<file path="config.mk">
export PLATFORM = sky130hd
export DESIGN_NAME = lsu_ctrl
export DESIGN_NICKNAME = d
export VERILOG_FILES = /design/src/rtl/lsu_ctrl.sv
export SDC_FILE = /design/constraint.sdc
export NUM_CORES = 1
export LEC_CHECK = 0
export BUFFER_PORTS_ARGS = -buffer_cell sky130_fd_sc_hd__buf_4
export CAP_MARGIN = 20
export CORE_MARGIN = 4
export CORE_UTILIZATION = 45
export DETAILED_ROUTE_END_ITERATION = 16
export PLACE_DENSITY = 0.7
export SETUP_SLACK_MARGIN = 0.02
export SLEW_MARGIN = 10
export SYNTH_ARGS = -nofsm -noshare
export SYNTH_HDL_FRONTEND = slang
export SYNTH_SLANG_ARGS = --single-unit
</file>
<file path="constraint.sdc">
create_clock -name clk -period 5.4 [get_ports clk]
set_clock_uncertainty 0.05 [all_clocks]
set_input_delay 0.81 -clock clk [delete_from_list [all_inputs] [get_ports clk]]
set_output_delay 0.81 -clock clk [all_outputs]
set_load 0.005 [all_outputs]
</file>
<file path="src/rtl/lsu_ctrl.sv">
// Load/store sequencer behind ex_mem: word-aligned bus transactions,
// read-modify-write for sub-word stores, extended load write-back.
module lsu_ctrl #(
    parameter int TIMEOUT_CYCLES = 255
) (
    input  logic        clk,
    input  logic        rst,
    input  logic        start_i,
    input  logic [31:0] inst_i,
    input  logic [31:0] addr_i,
    input  logic [31:0] wdata_i,
    output logic        mem_req_o,
    output logic        mem_we_o,
    output logic [31:0] mem_addr_o,
    output logic [31:0] mem_wdata_o,
    input  logic [31:0] mem_rdata_i,
    input  logic        mem_ack_i,
    output logic        hold_o,
    output logic        reg_we_o,
    output logic [4:0]  reg_waddr_o,
    output logic [31:0] reg_wdata_o,
    output logic        done_o,
    output logic        err_o
);
    localparam int CW = $clog2(TIMEOUT_CYCLES + 1);
    localparam logic [CW-1:0] LIM = CW'(TIMEOUT_CYCLES - 1);
    localparam logic [6:0] OP_LOAD  = 7'b0000011;
    localparam logic [6:0] OP_STORE = 7'b0100011;

    typedef enum logic [2:0] {IDLE, RD, WR, DONE, ERR} state_t;

    state_t      state;
    logic [CW-1:0] cnt;
    logic        load_q;
    logic [2:0]  f3_q;
    logic [4:0]  rd_q;
    logic [1:0]  lane_q;
    logic [15:0] wdata_q;

    logic [2:0]  f3;
    logic        is_load;
    logic        is_store;
    logic        accept;
    logic        f3_ok;
    logic        mis;
    logic [31:0] shifted;
    logic [7:0]  lb;
    logic [15:0] lh;
    logic [31:0] ext;
    logic [31:0] merged;
    logic        unused_bits;

    assign unused_bits = ^inst_i[31:15];

    assign f3       = inst_i[14:12];
    assign is_load  = inst_i[6:0] == OP_LOAD;
    assign is_store = inst_i[6:0] == OP_STORE;
    assign accept   = (state == IDLE) && start_i && (is_load || is_store);
    assign hold_o   = accept || (state == RD) || (state == WR);

    always_comb begin
        f3_ok = 1'b0;
        unique case (f3)
            3'b000, 3'b001, 3'b010: f3_ok = 1'b1;
            3'b100, 3'b101:         f3_ok = is_load;
            default:                f3_ok = 1'b0;
        endcase
    end

    assign mis = ((f3[1:0] == 2'b01) && addr_i[0]) ||
                 ((f3[1:0] == 2'b10) && (addr_i[1:0] != 2'b00));

    // Lane extraction works straight off the bus so the result registers on ack
    assign shifted = mem_rdata_i >> {lane_q, 3'b000};
    assign lb      = shifted[7:0];
    assign lh      = shifted[15:0];

    always_comb begin
        ext = mem_rdata_i;
        unique case (f3_q)
            3'b000:  ext = {{24{lb[7]}}, lb};
            3'b001:  ext = {{16{lh[15]}}, lh};
            3'b100:  ext = {24'd0, lb};
            3'b101:  ext = {16'd0, lh};
            default: ext = mem_rdata_i;
        endcase
    end

    always_comb begin
        merged = mem_rdata_i;
        if (f3_q == 3'b000)
            merged[{lane_q, 3'b000} +: 8] = wdata_q[7:0];
        else
            merged[{lane_q[1], 4'b0000} +: 16] = wdata_q;
    end

    always_ff @(posedge clk) begin
        if (rst) begin
            state       <= IDLE;
            cnt         <= '0;
            load_q      <= 1'b0;
            f3_q        <= 3'd0;
            rd_q        <= 5'd0;
            lane_q      <= 2'd0;
            wdata_q     <= 16'd0;
            mem_req_o   <= 1'b0;
            mem_we_o    <= 1'b0;
            mem_addr_o  <= 32'd0;
            mem_wdata_o <= 32'd0;
            reg_we_o    <= 1'b0;
            reg_waddr_o <= 5'd0;
            reg_wdata_o <= 32'd0;
            done_o      <= 1'b0;
            err_o       <= 1'b0;
        end else begin
            done_o   <= 1'b0;
            err_o    <= 1'b0;
            reg_we_o <= 1'b0;
            case (state)
                IDLE: begin
                    if (accept) begin
                        load_q     <= is_load;
                        f3_q       <= f3;
                        rd_q       <= inst_i[11:7];
                        lane_q     <= addr_i[1:0];
                        wdata_q    <= wdata_i[15:0];
                        cnt        <= '0;
                        mem_addr_o <= {addr_i[31:2], 2'b00};
                        if (!f3_ok || mis) begin
                            state <= ERR;
                            err_o <= 1'b1;
                        end else if (is_store && f3 == 3'b010) begin
                            state       <= WR;
                            mem_req_o   <= 1'b1;
                            mem_we_o    <= 1'b1;
                            mem_wdata_o <= wdata_i;
                        end else begin
                            state     <= RD;
                            mem_req_o <= 1'b1;
                            mem_we_o  <= 1'b0;
                        end
                    end
                end
                RD: begin
                    if (mem_ack_i) begin
                        if (load_q) begin
                            state       <= DONE;
                            mem_req_o   <= 1'b0;
                            done_o      <= 1'b1;
                            reg_we_o    <= rd_q != 5'd0;
                            reg_waddr_o <= rd_q;
                            reg_wdata_o <= ext;
                        end else begin
                            state       <= WR;
                            mem_we_o    <= 1'b1;
                            mem_wdata_o <= merged;
                            cnt         <= '0;
                        end
                    end else if (cnt == LIM) begin
                        state     <= ERR;
                        mem_req_o <= 1'b0;
                        err_o     <= 1'b1;
                    end else begin
                        cnt <= cnt + 1'b1;
                    end
                end
                WR: begin
                    if (mem_ack_i) begin
                        state     <= DONE;
                        mem_req_o <= 1'b0;
                        mem_we_o  <= 1'b0;
                        done_o    <= 1'b1;
                    end else if (cnt == LIM) begin
                        state     <= ERR;
                        mem_req_o <= 1'b0;
                        mem_we_o  <= 1'b0;
                        err_o     <= 1'b1;
                    end else begin
                        cnt <= cnt + 1'b1;
                    end
                end
                default: begin
                    state       <= IDLE;
                    reg_waddr_o <= 5'd0;
                    reg_wdata_o <= 32'd0;
                end
            endcase
        end
    end
endmodule

</file>
==> parameters.txt, run 1 <==
Parameter                              Value

Final layout
  Layout Area Growth over Synthesis ... 31.58%
  Area of combinational cells with multiple inputs ... 3935 µm²
  Highest-count cells in the layout ignoring fill and taps ... sky130_fd_sc_hd__buf_4, sky130_fd_sc_hd__dfxtp_1, sky130_fd_sc_hd__nand2_1
  Sequential cell area in the final layout ... 2844 µm²
  Share of post-route cells with drive strength above 1 ... 28.84%
  Post-layout instance area ... 9592 µm²
  Number of antenna repair diodes ... 0
  Leading cell type in the layout, fill and taps excluded ... sky130_fd_sc_hd__buf_4
  Number of nets in the final layout ... 1,173
  Fillers ... 1,495

Clock network
  Hold-fix buffers at CTS ... 0
  Post-CTS resize count ... 0
  Post-CTS setup buffers ... 0
  Clock insertion delay at the later pin of the skew report ... 0.43 ns
  Clock Path Buffers ... 2
  Maximum level of the CTS H-tree ... 4
  Cell at the root of the clock tree ... sky130_fd_sc_hd__clkbuf_16
  CTS buffer count ... 17
  Clock sink total ... 142
  Clock-pin slew of the registers on the worst-case setup and hold paths ... 0.07 ns
  Clock tree from TritonCTS ... yes

Setup path
  Crit path kind ... flip-flop to flip-flop
  Maximum fanout along the worst path ... 27
  CP Data Required Time ... 5.70 ns
  R2r startpoint ... lane_q[1]
  Worst Setup End Kind ... flip-flop
  Crit start category ... flip-flop
  Number of cells on the worst reg-to-reg path ... 8
  Arrival time worst endpoint ... 3.35 ns
  Beginning of the critical path ... lane_q[1]

Yosys
  Number of library cell types mapped by synthesis ... 57
  Post-Synthesis Cells ... 866
  FF+latch count, synth ... 142
  YS warnings ... 0
  Biggest area contributors in the synthesized netlist ... sky130_fd_sc_hd__dfxtp_1, sky130_fd_sc_hd__a221oi_1, sky130_fd_sc_hd__a21oi_1, sky130_fd_sc_hd__nand2_1, sky130_fd_sc_hd__mux2i_1
  Fraction of synthesis flops using an asynchronous set or reset pin ... 0%
  Sequential cell area fraction in the yosys report ... 39.00%
  Mean instance size in the synthesized netlist ... 8.417 µm²
  Area share of the largest cell type after synthesis ... 39.00%
  Combined area of all synthesized cells ... 7289 µm²
  Synth Flop Type ... sky130_fd_sc_hd__dfxtp_1
  Number of enable flip-flop cells after synthesis ... 0
  Dominant cell type by area after synthesis ... sky130_fd_sc_hd__dfxtp_1

Placed design
  GP Congestion ... 0.9268
  Detailed placement HPWL ... 16,780 µm
  Number of buffers inserted by port buffering ... 219
  DP Area ... 8954 µm²

Floorplanning
  Cell Rows ... 46
  Die W ... 135.3 µm
  Die Span Y ... 135.3 µm
  Core ar. ... 15,890 µm²
  Boundary Pins ... 239
  Initial core utilization ... 45.89%
  Area of the die ... 18,300 µm²

STA
  Fin Setup TNS ... 0 ns
  Measured slew at the worst slew-check pin ... 1.081 ns
  Shortest period the worst path allows ... 3.048 ns
  Maximum clock frequency ... 328.0 MHz
  Unrepaired setup endpoints after global routing ... no
  Final clock period utilization by the worst path ... 56.45%
  Number of hold-slack violations in the final timing report ... 0
  Worst slew margin relative to its limit ... 27.90%
  Pins Over Slew Limit ... 0
  Count of final setup violators ... 0

Route
  DR WL met3 ... 2041 µm
  Wire length the detailed router placed on met1 ... 9622 µm
  Via count ... 7,383
  Number of antenna-violating nets in the routed design ... 0
  Detailed-route vias per instance ... 5.846
  DR top layer ... met4
  Iter 0 DRT Violations ... 758
  Detailed Routing Iterations Pass 1 ... 5
  WL final ... 23,690 µm
  Detailed-routed wire length on met2 ... 11,360 µm
  DRC violation count after routing ... 0
  Average wire length per cell after detail routing ... 18.76 µm

GRT
  Number of antenna violations at the first check in global routing ... 0
  Overall overflow remaining after global route ... 0
  Via count of the first global-routing pass ... 6,962
  Pin count of the biggest net entering global routing ... 82
  Overall global routing resource usage ... 25.17%
  First-pass GRT wire length ... 36,720 µm

Hold path
  Instance count along the most critical hold path ... 2
  Worst Hold Class ... flip-flop to flip-flop
  Launch point of the worst hold path ... reg_wdata_o[4]

Power
  Total power of the final layout ... 2.415 mW
  Total power density per cell area ... 251.8 nW/µm²
  VDD IR-drop max ... 172.9 µV
  Static power due to leakage ... 3.516 nW

Outcome
  Run status ... finished, final reports clean

Run
  Max capacitance violation total ... 0
==> state kept, by name, summed over array words and instances, names as in the netlist, 2 cells and up <==
signal,cells
cnt,8
f3_q,3
lane_q,2
mem_addr_o,30
mem_wdata_o,32
rd_q,5
reg_waddr_o,5
reg_wdata_o,32
state,3
wdata_q,16
==> worst max-delay path, stage by stage, from the launching register on <==
cell and delay (ns):
sky130_fd_sc_hd__dfxtp_2 0.70, sky130_fd_sc_hd__inv_1 0.19, sky130_fd_sc_hd__ha_1 0.36, sky130_fd_sc_hd__nor4bb_1 0.55, sky130_fd_sc_hd__clkbuf_2 0.28, sky130_fd_sc_hd__a221oi_1 0.09, sky130_fd_sc_hd__a211oi_1 0.43, sky130_fd_sc_hd__a221oi_1 0.11
sky130_fd_sc_hd__a211oi_2 0.21
==> synthesized netlist by cell type, drive strengths merged, types with 11 or more instances <==
| cell | number |
|---|---|
| a221oi | 65 |
| nand2 | 133 |
| a21oi | 103 |
| buf | 17 |
| a211oi | 68 |
| a22oi | 24 |
| inv | 45 |
| nand3b | 11 |
| o21ai | 24 |
| clkbuf | 66 |
| a22o | 12 |
| nor2 | 25 |
| mux2i | 44 |
| dfxtp | 142 |
==> kinds of logic after synthesis <==
| group | count (synthesis) | synth area share [%] |
|---|---|---|
| buf+inv | 129 | 7.209 |
| mux | 45 | 6.196 |
| fa+ha+maj | 7 | 1.201 |
| other cells | 1 | 0.05144 |
| flops | 142 | 39.00 |
| simple gates | 221 | 13.94 |
| compound gates | 321 | 32.41 |
==> metrics by stage <==
step / std cells / util [%] / setup WS [ns] / hold WS (ns)
global route: 1263 / 60.38 / 2.261 / 0.4225
CTS: 1260 / 60.19 / 2.145 / 0.4031
floorplan: 867 / - / 2.829 / 0.3905
global placement: 1227 / 56.19 / 2.135 / 0.3921
detailed placement: 1228 / 56.36 / 2.161 / 0.3944
finish: 1263 / 60.38 / 2.352 / 0.4030
==> final timing paths <==
check | endpoint | slack (ns)
min | reg_wdata_o[4] | 0.40
max reg2reg | mem_wdata_o[26] | 2.35
min reg2reg | reg_wdata_o[4] | 0.40
max | mem_wdata_o[26] | 2.35
==> routing by layer <==
metal / track usage [%] / vias to the layer above
li1: - / 3540
met1: 31.84 / 3461
met2: 40.96 / 330
met3: 7.392 / 52
met4: 9.015 / 0
met5: 0 / -
==> power by group <==
group | internal, mW | switching, mW
combinational | 0.0751 | 0.0795
sequential | 1.05 | 0.00234
clock | 0.739 | 0.470
total | 1.86 | 0.551
==> final cells by class <==
| class | instances | share of cell area (%) |
|---|---|---|
| Timing Repair Buffer | 231 | 18.37 |
| Clock inverter | 13 | 1.722 |
| Inverter | 46 | 1.800 |
| Clock buffer | 19 | 4.618 |
| Sequential cell | 142 | 29.65 |
| Multi-Input combinational cell | 596 | 41.03 |
| Tap cell | 216 | 2.818 |
No activity file was read; power rests on OpenSTA's default activity.
==> run 2: changes to the inputs <==
--- a/config.mk
+++ b/config.mk
@@ -10,7 +10,7 @@
 export CORE_MARGIN = 4
 export CORE_UTILIZATION = 45
 export DETAILED_ROUTE_END_ITERATION = 16
-export PLACE_DENSITY = 0.7
+export PLACE_DENSITY = 0.73
 export SETUP_SLACK_MARGIN = 0.02
 export SLEW_MARGIN = 10
 export SYNTH_ARGS = -nofsm -noshare
==> constraint.sdc (replaced) <==
create_clock -name clk -period 2.6 [get_ports clk]
set_clock_uncertainty 0.05 [all_clocks]
set_input_delay 0.39 -clock clk [delete_from_list [all_inputs] [get_ports clk]]
set_output_delay 0.39 -clock clk [all_outputs]
set_load 0.005 [all_outputs]
==> run 2 against run 1 <==
Via count rose by 1.0%. Worst setup slack got worse by 2.1 ns. Non-clock buffer count rose by 15. Count of clock-buffer cells in the layout fell by 1. Sequential share of layout area fell by 0.23 points. Critical path type unchanged. Core utilization up 0.48 points. Wire length rose by 1.1%. Clock power grew 93%. Sequential power increased by 110%. Die area unchanged. Global-route usage up 0.58 points.
==> parameters.txt, run 2 (synthesized netlist as in run 1, its figures left out) <==
Parameter                              Value

Floorplanning
  Cell Rows ... 46 (unchanged)
  Area of the die ... 18,300 µm² (unchanged)
  Initial core utilization ... 45.89% (unchanged)
  Boundary Pins ... 239 (unchanged)
  Die W ... 135.3 µm (unchanged)
  Die Span Y ... 135.3 µm (unchanged)
  Core ar. ... 15,890 µm² (unchanged)

Setup path
  Endpoint of the lowest-slack register-to-register path ... mem_wdata_o[28] (was mem_wdata_o[26])
  End of the critical path ... mem_wdata_o[28] (was mem_wdata_o[26])
  Number of cells on the worst reg-to-reg path ... 8 (unchanged)
  Crit start category ... flip-flop (unchanged)
  Register-to-register setup slack ... 0.28 ns (was 2.35 ns)
  Worst Setup End Kind ... flip-flop (unchanged)
  CP Data Required Time ... 2.90 ns (was 5.70 ns)
  Arrival time worst endpoint ... 2.62 ns (was 3.35 ns)
  R2r startpoint ... lane_q[0] (was lane_q[1])
  Beginning of the critical path ... lane_q[0] (was lane_q[1])
  Maximum fanout along the worst path ... 31 (was 27)
  Crit path kind ... flip-flop to flip-flop (unchanged)

STA
  Measured slew at the worst slew-check pin ... 0.9425 ns (was 1.081 ns)
  Worst slew margin relative to its limit ... 37.17% (was 27.90%)
  Number of hold-slack violations in the final timing report ... 0 (unchanged)
  Maximum clock frequency ... 430.8 MHz (was 328.0 MHz)
  Smallest setup slack after layout ... 0.2786 ns (was 2.352 ns)
  Unrepaired setup endpoints after global routing ... no (unchanged)
  Fin Setup TNS ... 0 ns (unchanged)
  Pins Over Slew Limit ... 0 (unchanged)
  Shortest period the worst path allows ... 2.321 ns (was 3.048 ns)
  Final clock period utilization by the worst path ... 89.29% (was 56.45%)
  Count of final setup violators ... 0 (unchanged)

Clock network
  Post-CTS resize count ... 0 (unchanged)
  Clock-pin slew of the registers on the worst-case setup and hold paths ... 0.06 ns (was 0.07 ns)
  Clock sink total ... 142 (unchanged)
  Clock Path Buffers ... 2 (unchanged)
  Post-CTS setup buffers ... 0 (unchanged)
  Hold-fix buffers at CTS ... 0 (unchanged)
  Cell at the root of the clock tree ... sky130_fd_sc_hd__clkbuf_16 (unchanged)
  CTS buffer count ... 17 (unchanged)
  Clock tree from TritonCTS ... yes (unchanged)
  Maximum level of the CTS H-tree ... 4 (unchanged)
  Clock insertion delay at the later pin of the skew report ... 0.43 ns (about the same)

Outcome
  Run status ... finished, final reports clean (unchanged)

Power
  Total power density per cell area ... 501.6 nW/µm² (was 251.8 nW/µm²)
  Comb pwr share ... 6.8% (was 6.4%)
  VDD IR-drop max ... 444.7 µV (was 172.9 µV)
  Internal power component ... 3.668 mW (was 1.864 mW)
  Reg power frac ... 45.0% (was 43.6%)
  Switching Power ... 1.181 mW (was 0.5515 mW)
  Total power of the final layout ... 4.849 mW (was 2.415 mW)
  Fraction of power spent switching nets ... 24.35% (was 22.83%)
  Static power due to leakage ... 3.579 nW (was 3.516 nW)
  Portion of total power attributed to the clock network ... 48.2% (was 50.1%)

Final layout
  Number of nets in the final layout ... 1,188 (was 1,173)
  Layout Area Growth over Synthesis ... 32.63% (was 31.58%)
  Cell Count, Final, Fillers Out ... 1,278 (was 1,263)
  Highest-count cells in the layout ignoring fill and taps ... sky130_fd_sc_hd__buf_4, sky130_fd_sc_hd__dfxtp_1, sky130_fd_sc_hd__nand2_1 (unchanged)
  Share of post-route cells with drive strength above 1 ... 29.85% (was 28.84%)
  Registers with the most flip-flops ... mem_wdata_o (32), reg_wdata_o (32), mem_addr_o (30) (unchanged)
  Number of antenna repair diodes ... 0 (unchanged)
  Leading cell type in the layout, fill and taps excluded ... sky130_fd_sc_hd__buf_4 (unchanged)

GRT
  Via count of the first global-routing pass ... 6,995 (was 6,962)
  Overall global routing resource usage ... 25.75% (was 25.17%)
  Overall overflow remaining after global route ... 0 (unchanged)
  First-pass GRT wire length ... 37,470 µm (was 36,720 µm)
  Pin count of the biggest net entering global routing ... 75 (was 82)
  Number of antenna violations at the first check in global routing ... 0 (unchanged)

Placed design
  Number of buffers inserted by port buffering ... 219 (unchanged)
  GP Congestion ... 0.9554 (was 0.9268)
  Detailed placement HPWL ... 17,420 µm (was 16,780 µm)
  Cells after DPL ... 1,246 (was 1,228)
  Setup Slack @ Placement ... 0.1450 ns (was 2.161 ns)

Route
  Number of antenna-violating nets in the routed design ... 0 (unchanged)
  WL final ... 23,950 µm (was 23,690 µm)
  Average wire length per cell after detail routing ... 18.74 µm (was 18.76 µm)
  Detailed-route vias per instance ... 5.836 (was 5.846)
  DRC violation count after routing ... 0 (unchanged)
  Detailed Routing Iterations Pass 1 ... 5 (unchanged)
  Via count ... 7,459 (was 7,383)
  Iter 0 DRT Violations ... 693 (was 758)

Hold path
  Worst Hold Class ... input pin to flip-flop (was flip-flop to flip-flop)

Run
  Max capacitance violation total ... 0 (unchanged)
## run 2: cell count changes in the layout (fill, tap and decap cells not counted)
| cell | before | now |
|---|---|---|
| sky130_fd_sc_hd__clkbuf_2 | 2 | 0 |
| sky130_fd_sc_hd__inv_6 | 1 | 5 |
| sky130_fd_sc_hd__buf_12 | 1 | 3 |
| sky130_fd_sc_hd__buf_4 | 227 | 243 |
| sky130_fd_sc_hd__buf_16 | 1 | 0 |
| sky130_fd_sc_hd__clkbuf_8 | 1 | 0 |
| sky130_fd_sc_hd__clkinvlp_4 | 4 | 3 |
| sky130_fd_sc_hd__bufinv_16 | 3 | 1 |
## run 2: worst min path at each step
| stage | start | slack (ns) | to | cells past startpoint |
|---|---|---|---|---|
| detailed placement | mem_addr_o[30] | 0.40 | mem_addr_o[30] | 2 |
| floorplan | f3_q[2] | 0.39 | f3_q[2] | 2 |
| global placement | mem_addr_o[13] | 0.39 | mem_addr_o[13] | 2 |
| CTS | inst_i[5] | 0.12 | load_q | 2 |
| finish | inst_i[5] | 0.13 | load_q | 2 |
| global route | inst_i[5] | 0.12 | load_q | 2 |
## run 2: metal layers
metal	vias up	part of all wire [%]	GRT usage (%)
met4	0	2.6	9.686
met5	-	0	0
met3	46	9.1	7.875
met2	348	48	41.76
li1	3571	-	-
met1	3494	40	32.30
## run 2: metrics by stage
step	util (%)	instance area [µm²]	hold WS, ns
final	60.86	9668	0.1331
after global routing	60.86	9668	0.1242
after CTS	60.86	9668	0.1219
after detailed placement	57.33	9106	0.3981
after global placement	57.33	9106	0.3923
after floorplan	-	7293	0.3905
## run 2: layout make-up
class                      instances  area [µm²]
fill                            1449        6217
multi-input combinational        596        3935
sequential                       142        2844
timing repair buffer             246        1884
clock buffer                      18       429.2
tap                              216       270.3
inverter                          46       172.7
clock inverter                    14       132.6
## run 2: power groups by stage
stage | Clock, mW | Combinational, mW | Sequential [mW]
2_1_floorplan | 0 | 0.113 | 2.23
3_3_place_gp | 0 | 0.322 | 2.23
3_5_place_dp | 0 | 0.324 | 2.23
4_1_cts | 2.37 | 0.325 | 2.18
5_1_grt | 2.47 | 0.352 | 2.18
6_report | 2.34 | 0.328 | 2.18
## run 2: worst max-delay path, stage by stage, from the launching register on
cell and delay, ns:
sky130_fd_sc_hd__dfxtp_1 0.33, sky130_fd_sc_hd__buf_4 0.29, sky130_fd_sc_hd__ha_1 0.21, sky130_fd_sc_hd__nor4bb_1 0.27, sky130_fd_sc_hd__buf_4 0.20, sky130_fd_sc_hd__a221oi_1 0.08
sky130_fd_sc_hd__a211oi_1 0.47, sky130_fd_sc_hd__a221oi_1 0.13, sky130_fd_sc_hd__a211oi_2 0.21
==> run 3: changes to the inputs <==
--- a/config.mk
+++ b/config.mk
@@ -10,7 +10,7 @@
 export CORE_MARGIN = 4
 export CORE_UTILIZATION = 45
 export DETAILED_ROUTE_END_ITERATION = 16
-export PLACE_DENSITY = 0.73
+export PLACE_DENSITY = 0.7
 export SETUP_SLACK_MARGIN = 0.02
 export SLEW_MARGIN = 10
 export SYNTH_ARGS = -nofsm -noshare
==> constraint.sdc (replaced) <==
create_clock -name clk -period 2.9 [get_ports clk]
set_clock_uncertainty 0.05 [all_clocks]
set_input_delay 0.435 -clock clk [delete_from_list [all_inputs] [get_ports clk]]
set_output_delay 0.435 -clock clk [all_outputs]
set_load 0.005 [all_outputs]
==> run 3 against run 2 <==
Sequential cell count unchanged. Via count is 0.79% lower. Fmax decreased by 4.7%. Sequential share of layout area increased by 0.26 points. Design area shrank 0.87%. Highest routed layer unchanged. Register-to-register slack gained 0.19 ns. Cell count is 0.47% lower. First-iteration DRC count decreased by 2.0%. Critical endpoint is now reg_wdata_o[30]. Sequential power is 10% lower. Non-clock buffer count fell by 5. Global-route usage is 0.54 points lower.
==> parameters.txt, run 3 (synthesized netlist as in run 1, its figures left out) <==
Parameter                              Value

Setup path
  Number of cells on the worst reg-to-reg path ... 4 (was 8)
  Register-to-register setup slack ... 0.46 ns (was 0.28 ns)
  Worst Setup End Kind ... flip-flop (unchanged)
  Maximum fanout along the worst path ... 16 (was 31)
  CP Data Required Time ... 3.20 ns (was 2.90 ns)
  Crit start category ... flip-flop (unchanged)
  Endpoint of the lowest-slack register-to-register path ... reg_wdata_o[30] (was mem_wdata_o[28])
  Arrival time worst endpoint ... 2.73 ns (was 2.62 ns)
  Crit path kind ... flip-flop to flip-flop (unchanged)
  R2r startpoint ... state[0] (was lane_q[0])

Clock network
  Post-CTS resize count ... 0 (unchanged)
  Clock Path Buffers ... 2 (unchanged)
  Clock-pin slew of the registers on the worst-case setup and hold paths ... 0.06 ns (about the same)
  Maximum level of the CTS H-tree ... 4 (unchanged)
  Cell at the root of the clock tree ... sky130_fd_sc_hd__clkbuf_16 (unchanged)
  Clock tree from TritonCTS ... yes (unchanged)
  Clock sink total ... 142 (unchanged)
  Hold-fix buffers at CTS ... 0 (unchanged)
  Clock insertion delay at the later pin of the skew report ... 0.42 ns (was 0.43 ns)
  Post-CTS setup buffers ... 0 (unchanged)
  CTS buffer count ... 17 (unchanged)

Final layout
  Number of antenna repair diodes ... 0 (unchanged)
  Post-layout instance area ... 9584 µm² (was 9668 µm²)
  Share of post-route cells with drive strength above 1 ... 29.36% (was 29.85%)
  Leading cell type in the layout, fill and taps excluded ... sky130_fd_sc_hd__buf_4 (unchanged)
  Number of nets in the final layout ... 1,183 (was 1,188)
  Area of combinational cells with multiple inputs ... 3935 µm² (unchanged)
  Sequential cell area in the final layout ... 2844 µm² (unchanged)
  Registers with the most flip-flops ... mem_wdata_o (32), reg_wdata_o (32), mem_addr_o (30) (unchanged)
  Highest-count cells in the layout ignoring fill and taps ... sky130_fd_sc_hd__buf_4, sky130_fd_sc_hd__dfxtp_1, sky130_fd_sc_hd__nand2_1 (unchanged)
  Fillers ... 1,505 (was 1,449)
  Layout Area Growth over Synthesis ... 31.48% (was 32.63%)

Placed design
  GP Congestion ... 0.9379 (was 0.9554)
  Number of buffers inserted by port buffering ... 219 (unchanged)
  DP Area ... 9044 µm² (was 9106 µm²)
  Detailed placement HPWL ... 17,140 µm (was 17,420 µm)

Power
  Total power of the final layout ... 4.286 mW (was 4.849 mW)
  VDD IR-drop max ... 371.3 µV (was 444.7 µV)
  Total power density per cell area ... 447.2 nW/µm² (was 501.6 nW/µm²)
  Static power due to leakage ... 3.531 nW (was 3.579 nW)

Floorplanning
  Initial core utilization ... 45.89% (unchanged)
  Core ar. ... 15,890 µm² (unchanged)
  Boundary Pins ... 239 (unchanged)
  Area of the die ... 18,300 µm² (unchanged)
  Die W ... 135.3 µm (unchanged)
  Die Span Y ... 135.3 µm (unchanged)
  Cell Rows ... 46 (unchanged)

Hold path
  Instance count along the most critical hold path ... 2 (unchanged)
  Launch point of the worst hold path ... inst_i[5] (unchanged)
  Worst Hold Class ... input pin to flip-flop (unchanged)
  Hold-critical path endpoint ... load_q (unchanged)

Route
  Number of antenna-violating nets in the routed design ... 0 (unchanged)
  Via count ... 7,400 (was 7,459)
  Average wire length per cell after detail routing ... 18.72 µm (was 18.74 µm)
  Detailed Routing Iterations Pass 1 ... 5 (unchanged)
  WL final ... 23,810 µm (was 23,950 µm)
  Iter 0 DRT Violations ... 679 (was 693)
  Detailed-route vias per instance ... 5.818 (was 5.836)
  DRC violation count after routing ... 0 (unchanged)

GRT
  Overall global routing resource usage ... 25.21% (was 25.75%)
  Number of antenna violations at the first check in global routing ... 0 (unchanged)
  Pin count of the biggest net entering global routing ... 66 (was 75)
  Via count of the first global-routing pass ... 6,931 (was 6,995)
  Overall overflow remaining after global route ... 0 (unchanged)
  First-pass GRT wire length ... 36,700 µm (was 37,470 µm)

STA
  Count of final setup violators ... 0 (unchanged)
  Maximum clock frequency ... 410.5 MHz (was 430.8 MHz)
  Pins Over Slew Limit ... 0 (unchanged)
  Number of hold-slack violations in the final timing report ... 0 (unchanged)
  Final clock period utilization by the worst path ... 84.01% (was 89.29%)
  Unrepaired setup endpoints after global routing ... no (unchanged)
  Worst slew margin relative to its limit ... 36.16% (was 37.17%)
  Measured slew at the worst slew-check pin ... 0.9577 ns (was 0.9425 ns)
  Fin Setup TNS ... 0 ns (unchanged)
  Shortest period the worst path allows ... 2.436 ns (was 2.321 ns)

Run
  Max capacitance violation total ... 0 (unchanged)

Outcome
  Run status ... finished, final reports clean (unchanged)
==> run 3: worst max-delay path, cell delays in order, from the launching register on <==
cell and delay (ns):
sky130_fd_sc_hd__dfxtp_1 0.55, sky130_fd_sc_hd__nor2b_1 0.48, sky130_fd_sc_hd__nand3_1 0.21, sky130_fd_sc_hd__or4_1 0.83
sky130_fd_sc_hd__a21oi_1 0.23
==> run 3: worst max path at each step <==
stage,start,endpoint,slack [ns],cells past startpoint
4_1_cts,state[2],mem_wdata_o[13],0.41,5
3_3_place_gp,mem_ack_i,mem_wdata_o[12],0.48,6
6_report,state[0],reg_wdata_o[30],0.46,4
3_5_place_dp,inst_i[2],mem_wdata_o[12],0.43,6
5_1_grt,state[2],mem_wdata_o[13],0.23,5
2_1_floorplan,lane_q[1],mem_wdata_o[24],0.54,10
==> run 3: stage by stage <==
step | hold slack, ns | worst slack, ns | util, % | instances
2_1_floorplan | 0.3905 | 0.5416 | - | 867
3_3_place_gp | 0.3922 | 0.4796 | 56.93 | 1241
3_5_place_dp | 0.3983 | 0.4273 | 56.93 | 1241
4_1_cts | 0.1598 | 0.4125 | 60.33 | 1272
5_1_grt | 0.1624 | 0.2266 | 60.33 | 1272
6_report | 0.1774 | 0.4638 | 60.33 | 1272
==> run 3: routing by layer <==
layer,part of all wire [%],GRT usage (%),wire length [µm]
met5,0,0,0
met4,2.7,10.36,653
met3,8.8,7.689,2104
met2,48,40.82,11510
met1,40,31.31,9537
==> run 3: power by group <==
group | switching, mW | internal, mW
sequential | 0.00350 | 1.95
combinational | 0.150 | 0.143
clock | 0.845 | 1.19
total | 0.999 | 3.29
==> run 3: layout make-up <==
class	count	area share, %
Sequential cell	142	29.67
Clock inverter	11	0.9791
Clock buffer	20	4.661
Timing Repair Buffer	241	19.01
Inverter	46	1.802
Tap cell	216	2.820
Multi-Input combinational cell	596	41.06
